$ cat src/rtl/cic_decim_param.sv
// Parametrised Nth-order CIC decimator for NUM_CH 1-bit sigma-delta streams on the
// modulator clock: run-time ratio 2^decim_log2, scaled/saturated output, valid/ready.
module cic_decim_param #(
    parameter int unsigned ORDER          = 3,
    parameter int unsigned MAX_DECIM_LOG2 = 8,
    parameter int unsigned NUMBITS        = ORDER * MAX_DECIM_LOG2 + 1,
    parameter int unsigned OUT_WIDTH      = 16,
    parameter int unsigned NUM_CH         = 1,
    parameter int unsigned DL_W           = $clog2(MAX_DECIM_LOG2 + 1)
) (
    input  logic                        clk,
    input  logic                        reset,
    input  logic                        enable,
    input  logic                        bipolar,
    input  logic [DL_W-1:0]             decim_log2,
    input  logic [NUM_CH-1:0]           in,
    output logic [NUM_CH*OUT_WIDTH-1:0] out,
    output logic                        out_valid,
    input  logic                        out_ready,
    output logic                        overrun,
    output logic [NUM_CH-1:0]           sat
);

    localparam int unsigned CNT_W  = MAX_DECIM_LOG2;
    localparam int unsigned WARM_W = $clog2(ORDER + 1);
    localparam int unsigned EXT_W  = 2 * NUMBITS;
    localparam logic signed [EXT_W-1:0] OUT_MAX = EXT_W'((64'(1) << (OUT_WIDTH - 1)) - 64'(1));
    localparam logic signed [EXT_W-1:0] OUT_MIN = ~OUT_MAX;

    function automatic logic [DL_W-1:0] clamp_dl(input logic [DL_W-1:0] v);
        logic [DL_W-1:0] r;
        r = v;
        if (v == '0) begin
            r = DL_W'(1);
        end else if (32'(v) > MAX_DECIM_LOG2) begin
            r = DL_W'(MAX_DECIM_LOG2);
        end
        return r;
    endfunction

    logic [NUM_CH-1:0][ORDER-1:0][NUMBITS-1:0] acc_q, acc_d, dly_q, dly_d;
    logic [NUM_CH-1:0][OUT_WIDTH-1:0]          out_q, out_d;
    logic [NUM_CH-1:0]                         sat_q, sat_d;
    logic [CNT_W-1:0]                          cnt_q, cnt_d, cnt_max;
    logic [CNT_W:0]                            span;
    logic [DL_W-1:0]                           dl_act_q, dl_act_d, dl_act, dl_req;
    logic [WARM_W-1:0]                         warm_q, warm_d;
    logic                                      out_valid_q, out_valid_d;
    logic                                      overrun_q, overrun_d;
    logic                                      tick, load, accept;
    logic [NUMBITS-1:0]                        coded, c_cur, c_prev;
    logic signed [EXT_W-1:0]                   ext, scaled;
    int                                        shift_s;

    // dl_act_q == 0 marks "not latched since reset": the live clamped request is used
    // until the first clock, so reset itself needs no data-dependent async load.
    assign dl_req = clamp_dl(decim_log2);
    assign dl_act = (dl_act_q == '0) ? dl_req : dl_act_q;

    always_comb begin
        span    = (CNT_W + 1)'(1) << dl_act;
        cnt_max = CNT_W'(span - (CNT_W + 1)'(1));
        tick    = enable && (cnt_q == cnt_max);
        load    = tick && (warm_q == WARM_W'(ORDER));
        accept  = out_valid_q && out_ready;
        shift_s = int'(ORDER) * int'(dl_act) + 1 - int'(OUT_WIDTH);
    end

    always_comb begin
        acc_d       = acc_q;
        dly_d       = dly_q;
        cnt_d       = cnt_q;
        warm_d      = warm_q;
        dl_act_d    = dl_act_q;
        out_d       = out_q;
        sat_d       = sat_q;
        out_valid_d = out_valid_q;
        overrun_d   = overrun_q;
        coded       = '0;
        c_cur       = '0;
        c_prev      = '0;
        ext         = '0;
        scaled      = '0;

        if (!enable || tick || (dl_act_q == '0)) begin
            dl_act_d = dl_req;
        end

        for (int ch = 0; ch < int'(NUM_CH); ch++) begin
            coded = in[ch] ? NUMBITS'(1) : (bipolar ? '1 : '0);
            acc_d[ch][0] = acc_q[ch][0] + coded;
            for (int k = 1; k < int'(ORDER); k++) begin
                acc_d[ch][k] = acc_q[ch][k] + acc_q[ch][k-1];
            end

            // Comb chain evaluated combinationally; delays only advance on tick.
            c_cur = acc_q[ch][ORDER-1];
            for (int k = 0; k < int'(ORDER); k++) begin
                c_prev = c_cur;
                c_cur  = c_cur - dly_q[ch][k];
                if (tick) begin
                    dly_d[ch][k] = c_prev;
                end
            end

            // Unipolar results are non-negative, so the top bit is magnitude, not sign.
            ext = bipolar ? {{NUMBITS{c_cur[NUMBITS-1]}}, c_cur} : {{NUMBITS{1'b0}}, c_cur};
            if (shift_s >= 0) begin
                scaled = ext >>> shift_s;
            end else begin
                scaled = ext <<< (-shift_s);
            end

            if (load) begin
                sat_d[ch] = 1'b0;
                out_d[ch] = OUT_WIDTH'(scaled);
                if (scaled > OUT_MAX) begin
                    out_d[ch] = OUT_WIDTH'(OUT_MAX);
                    sat_d[ch] = 1'b1;
                end else if (scaled < OUT_MIN) begin
                    out_d[ch] = OUT_WIDTH'(OUT_MIN);
                    sat_d[ch] = 1'b1;
                end
            end
        end

        if (enable) begin
            cnt_d = tick ? '0 : cnt_q + CNT_W'(1);
        end
        if (tick) begin
            if (dl_req != dl_act) begin
                warm_d = '0;
            end else if (warm_q != WARM_W'(ORDER)) begin
                warm_d = warm_q + WARM_W'(1);
            end
        end

        if (accept) begin
            out_valid_d = 1'b0;
        end
        if (load) begin
            out_valid_d = 1'b1;
            if (out_valid_q && !out_ready) begin
                overrun_d = 1'b1;
            end
        end

        if (!enable) begin
            acc_d       = '0;
            dly_d       = '0;
            cnt_d       = '0;
            warm_d      = '0;
            out_valid_d = 1'b0;
            overrun_d   = 1'b0;
        end
    end

    always_ff @(posedge clk or posedge reset) begin
        if (reset) begin
            acc_q       <= '0;
            dly_q       <= '0;
            cnt_q       <= '0;
            warm_q      <= '0;
            dl_act_q    <= '0;
            out_q       <= '0;
            sat_q       <= '0;
            out_valid_q <= 1'b0;
            overrun_q   <= 1'b0;
        end else begin
            acc_q       <= acc_d;
            dly_q       <= dly_d;
            cnt_q       <= cnt_d;
            warm_q      <= warm_d;
            dl_act_q    <= dl_act_d;
            out_q       <= out_d;
            sat_q       <= sat_d;
            out_valid_q <= out_valid_d;
            overrun_q   <= overrun_d;
        end
    end

    assign out       = out_q;
    assign sat       = sat_q;
    assign out_valid = out_valid_q;
    assign overrun   = overrun_q;

endmodule

$ cat config.mk
export PLATFORM = sky130hd
export DESIGN_NAME = cic_decim_param
export DESIGN_NICKNAME = d
export VERILOG_FILES = /design/src/rtl/cic_decim_param.sv
export SDC_FILE = /design/constraint.sdc
export NUM_CORES = 1
export LEC_CHECK = 0
export CAP_MARGIN = 20
export CORE_ASPECT_RATIO = 1.1
export CORE_MARGIN = 5
export CORE_UTILIZATION = 65
export CTS_BUF_LIST = sky130_fd_sc_hd__clkbuf_16
export DETAILED_ROUTE_END_ITERATION = 6
export PLACE_DENSITY = 0.82
export SLEW_MARGIN = 30
export SYNTH_ARGS = -nofsm -noshare
export SYNTH_HDL_FRONTEND = slang
export SYNTH_SLANG_ARGS = --single-unit
$ cat constraint.sdc
create_clock -name clk -period 10.7 [get_ports clk]
set_input_delay 1.07 -clock clk [delete_from_list [all_inputs] [get_ports clk]]
set_output_delay 1.07 -clock clk [all_outputs]
set_load 0.02 [all_outputs]
**Yosys cells after proc, flatten, opt, wreduce, memory -nomap -nowiden**

Cells that the tools add are included.

- Mux-type cells: 28
- Shift operators: 3
- $lt $le $gt $ge: 4
- Multipliers: 1
- Reduce and logical (&&, ||, !) cells: 12
- Equal/unequal tests: 9
- $add $sub $neg: 12
- Bitwise operators: 0
- Div/mod/pow operators: 0

Operators with widths:

| kind | count |
|---|---|
| 2-to-1 mux 75 bit | 2 |
| 2-to-1 mux 25 bit | 5 |
| 2-to-1 mux 50 bit | 2 |
| adder 25 bit | 3 |
| subtractor 25 bit | 3 |
| > comparator 50 x 16 -> 1 bit (second input constant) | 1 |
| less-than comparator 50 x 16 -> 1 bit (second input constant) | 1 |
| <<< shifter 50 x 32 -> 50 bit | 1 |
| >>> shifter 50 x 32 -> 50 bit | 1 |
| 2-to-1 mux 16 bit | 2 |
| negation 8 -> 32 bit | 1 |
| 2-to-1 mux 8 bit | 2 |
| 2-to-1 mux 4 bit | 3 |
| adder 8 x 1 -> 8 bit (second input constant) | 1 |
| == test 8 bit | 1 |
| greater-or-equal comparator 8 x 1 -> 1 bit (second input constant) | 1 |
| logical NOT 4 bit | 2 |
| 2-to-1 mux 1 bit | 8 |
| 2-to-1 mux 2 bit | 4 |
| << shifter 1 x 4 -> 8 bit (first input constant) | 1 |
| subtractor 7 x 5 -> 8 bit (second input constant) | 1 |
| subtractor 8 x 1 -> 8 bit (second input constant) | 1 |
| adder 6 x 1 -> 7 bit (second input constant) | 1 |
| multiplier 2 x 4 -> 6 bit (first input constant) | 1 |
| 11 further kinds | 20 |

- Latch bits: 0
- Flip-flop bits (word level): 183
- Output and inout port bits: 19
- Bits in writable memories: 0
- ROM bits: 0
- Input bits: 10
- Memories: 0
- Logic and storage cells: 82

**Depth between registers and ports, before layout**

- Depth after elaboration: 13
- Gate-level depth with buffers: 42
- Depth with buffers taken out: 40

**Worst setup path after synthesis**

Ideal clock, no wire load.

- Path type: register to register
- From: register acc_q[51] in the netlist's numbering
- To: register out_q, in the netlist out[8]
- Data required time: 10.578 ns
- Buffers on the path: 2
- Data arrival time: 7.868 ns
- Setup time: 0.122 ns
- Clock period less this slack: 7.991 ns
- Slack: 2.709 ns
- Stages on the path, launching flop included: 37
- Cell sequence: dfrtp_1 ha_1 nor2b_1 o21ai_0 a21boi_0 o21ai_0 a21boi_0 o21ai_0 a21boi_0 o21ai_0 nor2b_1 xnor2_1 ha_1 or3_1 o21ai_0 a211oi_1 o31ai_1 o21ai_0 o41ai_1 xnor2_1 ha_1 clkbuf_1 a21o_1 or3_1 o21bai_4 nor4b_1 or3b_4 xor3_2 nand2_4 o22ai_1 a311o_1 or4_1 nor4_2 nand4_2 buf_6 a22oi_2 nand2_1

- Longest elaborated chain between the ends: 9
- Elaborated cells between the ends (all ways): 11
- Those cells by class: add/sub (3); order compare (2); shift (2); mux (4)

RTL lines:

| item | line | RTL |
|---|---|---|
| start, declared | 41 | `logic [NUM_CH-1:0][ORDER-1:0][NUMBITS-1:0] acc_q, acc_d, dly_q, dly_d;` |
| start signal, assigned | 160 | `acc_q <= '0;` |
| start signal, assigned | 170 | `acc_q <= acc_d;` |
| subtractor 25 bit * (3 in a row) | 100 | `c_cur = c_cur - dly_q[ch][k];` |
| 2-to-1 mux 50 bit * | 107 | `ext = bipolar ? {{NUMBITS{c_cur[NUMBITS-1]}}, c_cur} : {{NUMBITS{1'b0}}, c_cur};` |
| <<< shifter 50 x 32 -> 50 bit or >>> shifter 50 x 32 -> 50 bit (tied branches) | 111, 109 |  |
| 2-to-1 mux 50 bit * | 108 | `if (shift_s >= 0) begin` |
| less-than comparator 50 x 16 -> 1 bit | 120 | `end else if (scaled < OUT_MIN) begin` |
| 2-to-1 mux 16 bit | 120 |  |
| 2-to-1 mux 16 bit * | 117 | `if (scaled > OUT_MAX) begin` |
| end signal, assigned | 175 | `out_q <= out_d;` |
| end, declared | 42 | `logic [NUM_CH-1:0][OUT_WIDTH-1:0] out_q, out_d;` |

Mark *: on every way between the ends. The rest lies on a longest branch, timed or not.
A chain may end at the register's enable or synchronous reset.

**Final worst setup path**

- From: register acc_q[51] in the netlist's numbering
- To: register out_q, in the netlist out[10]

Same word-level chain as after synthesis.

==> summary.md <==
| Metric | Value |
|---|---|
| Final setup violation count | `0` |
| Chip width | `176.7 um` |
| Gate Count Post-Synth | `2536` |
| Port Buffer Count | `28` |
| Detailed placement HPWL | `50170 um` |
| Max-cap violations | `0` |
| Min-delay worst type | `flip-flop to flip-flop` |
| Sequential fraction of the synthesis area | `0.2304` |
| 1st-iter DRT viols | `2490` |
| Post-route setup TNS | `0 ns` |
| Gpl congestion | `1.072` |
| Layout Nets | `2673` |
| Antenna diodes | `0` |
| Hold buffers post-CTS | `0` |
| # IOs | `29` |
| DRT antenna net count | `0` |
| Clk sinks | `183` |
| Critical path type | `flip-flop to flip-flop` |
| CP bufs+invs | `1` |
| Cell Area, Synth | `19870 um^2` |
| Dominant cells by area after synthesis | `dfrtp_1, ha_1, nor2_1` |
| DRC viols | `1` |
| CTS H-Tree Depth | `4` |
| Worst-path fanout max | `14` |
| Clock Skew | `0.02214 ns` |
| Max Root-Sink Buffers | `2` |
| Mean post-synth cell area | `7.836 um^2` |
| RSZ-0062 raised after global routing | `no` |
| Post-synth top area cell | `dfrtp_1` |
| Starting density of the core | `0.6548` |
| Slew @ Worst Pin | `1.080 ns` |
| Top FF cell, synth | `dfrtp_1` |
| Max-slew violations | `0` |
| Core box area | `30350 um^2` |
| Tcrit/Tclk final | `0.9834` |
| GRT Resource Usage Total | `0.3960` |
| CP peak stage delay | `0.92 ns` |
| Most used cell along the critical path | `o21ai_0` |
| Area grow syn2layout | `6.208%` |
| Number of global-route vias before repair | `20.09k` |
| CTS buffer count | `17` |
| Outcome | `finished, violations left` |
| Synth cell types | `125` |
| Pin count of the biggest net entering global routing | `111` |
| Row count | `67` |
| Critical Path RT | `11.08 ns` |
| # fillers | `2344` |
| Final Hold Fails | `0` |
| Routed wire length | `68970 um` |
| Area share of the largest cell type after synthesis | `0.2304` |
| Die Y | `193.4 um` |
| Layout cells sized above 1 | `0.06903` |
| Worst skew pair latency | `0.47 ns` |
| Startpoint Class | `flip-flop` |
| Failing checks | `DRC` |
| Post-synth EDFFs | `0` |
| PostCTS Resize Cnt | `0` |
| Worst-path clk slew | `0.09 ns` |
| FFs w/ async S/R, synth | `1.000` |
| Top-count cell post-synth | `nor2_1` |
| Initial antenna violation count | `0` |
| Die area | `34170 um^2` |
| Slew HR | `0.2592` |
| Post-synth net total | `2716` |
| DR vias/cell | `7.042` |
| Arr. time, crit path | `10.90 ns` |
| Yosys reg bits | `183` |
| Most instantiated cells after synthesis | `nor2_1, a21oi_1, dfrtp_1` |
| Crit path max-delay family | `compound AO/OA/AOI/OAI gates` |
| WL per Instance | `23.62 um` |
| CP max stage cell | `mux2i_1` |
| Vias | `20.56k` |
| Final Critical Period | `10.52 ns` |
| First-pass GRT wire length | `109200 um` |
| Post-CTS setup buffer count | `0` |
| Total grt overflow | `0` |
| CTS root buffer | `clkbuf_16` |
| Max Clock Freq | `95.04 MHz` |
| CTS tree | `built` |
| CP Capture Type | `flip-flop` |
| Drt first pass iters | `7` |
| Synth warn | `0` |
## area by class of cell
type	count	area, um^2	share of cell area
multi-input combinational	2081	14270	0.6764
clock inverter	15	163.9	0.007766
inverter	141	539.3	0.02555
clock buffer	17	425.4	0.02016
sequential	183	4579	0.2170
tap	414	518.0	0.02454
timing repair buffer	69	604.3	0.02863
## per-stage QoR
stage | hold WS, ns | std cells | worst slack (ns) | instance area [um^2] | utilization
floorplan | 0.4700 | 2536 | 2.709 | 19870 | -
global placement | 0.4616 | 2888 | 1.179 | 20500 | 0.6755
detailed placement | 0.4650 | 2888 | 0.8535 | 20500 | 0.6755
CTS | 0.4834 | 2920 | 0.6613 | 21090 | 0.6949
global route | 0.5061 | 2920 | 0.01553 | 21110 | 0.6955
finish | 0.4804 | 2920 | 0.1777 | 21110 | 0.6955
## layout by cell type (no fill, tap or decap), types with 39 or more instances in the layout
cell type,synthesis,routed
nor2_1,310,309
a21oi_1,194,193
dfrtp_1,183,183
nand2_1,173,173
ha_1,163,163
inv_1,139,137
o21ai_0,129,129
nor3_1,92,92
mux2i_1,85,85
nand3_1,84,84
xnor2_1,79,76
a21o_1,48,48
xor2_1,48,47
a211oi_1,48,47
o211ai_1,40,40
buf_4,4,39
## final timing paths
path | from | end | slack, ns | cells after the start
worst max-delay path | acc_q[51] | out[10] | 0.18 | 34
worst min-delay path | out[15] | out[15] | 0.48 | 1
worst max register to register | acc_q[51] | out[10] | 0.18 | 34
worst min register to register | out[15] | out[15] | 0.48 | 1
max in group asynchronous | reset | dly_q[15] | 8.28 | 3
min in group asynchronous | reset | dl_act_q[1] | 1.08 | 2
## routing by layer
| metal | routed length, um | part of all wire | vias to the layer above | GRT usage |
|---|---|---|---|---|
| li1 | - | - | 9276 | - |
| met1 | 25260 | 0.37 | 9696 | 0.4639 |
| met2 | 32730 | 0.47 | 1237 | 0.6598 |
| met3 | 5400 | 0.078 | 355 | 0.07047 |
| met4 | 5583 | 0.081 | 0 | 0.2643 |
| met5 | 0 | 0 | - | 0 |
## sequential cells by signal (all words and copies together) (netlist names)
signal and count:
acc_q 75, cnt_q 8, dl_act_q 4, dly_q 75
out 16, out_valid 1, overrun 1, sat 1
warm_q 2
## logic make-up after synthesis
family | synth area share
multiplexers | 0.05472
AND/OR/NAND/NOR | 0.2093
XOR/XNOR | 0.06007
flip-flops | 0.2304
other | 0.0001887
AO/OA/AOI/OAI | 0.2801
adder cells (fa/ha/maj) | 0.1097
buffers and inverters | 0.05553
Power is not shown: default switching activity piles up to over one toggle a cycle in this logic, so the estimate is an artifact.
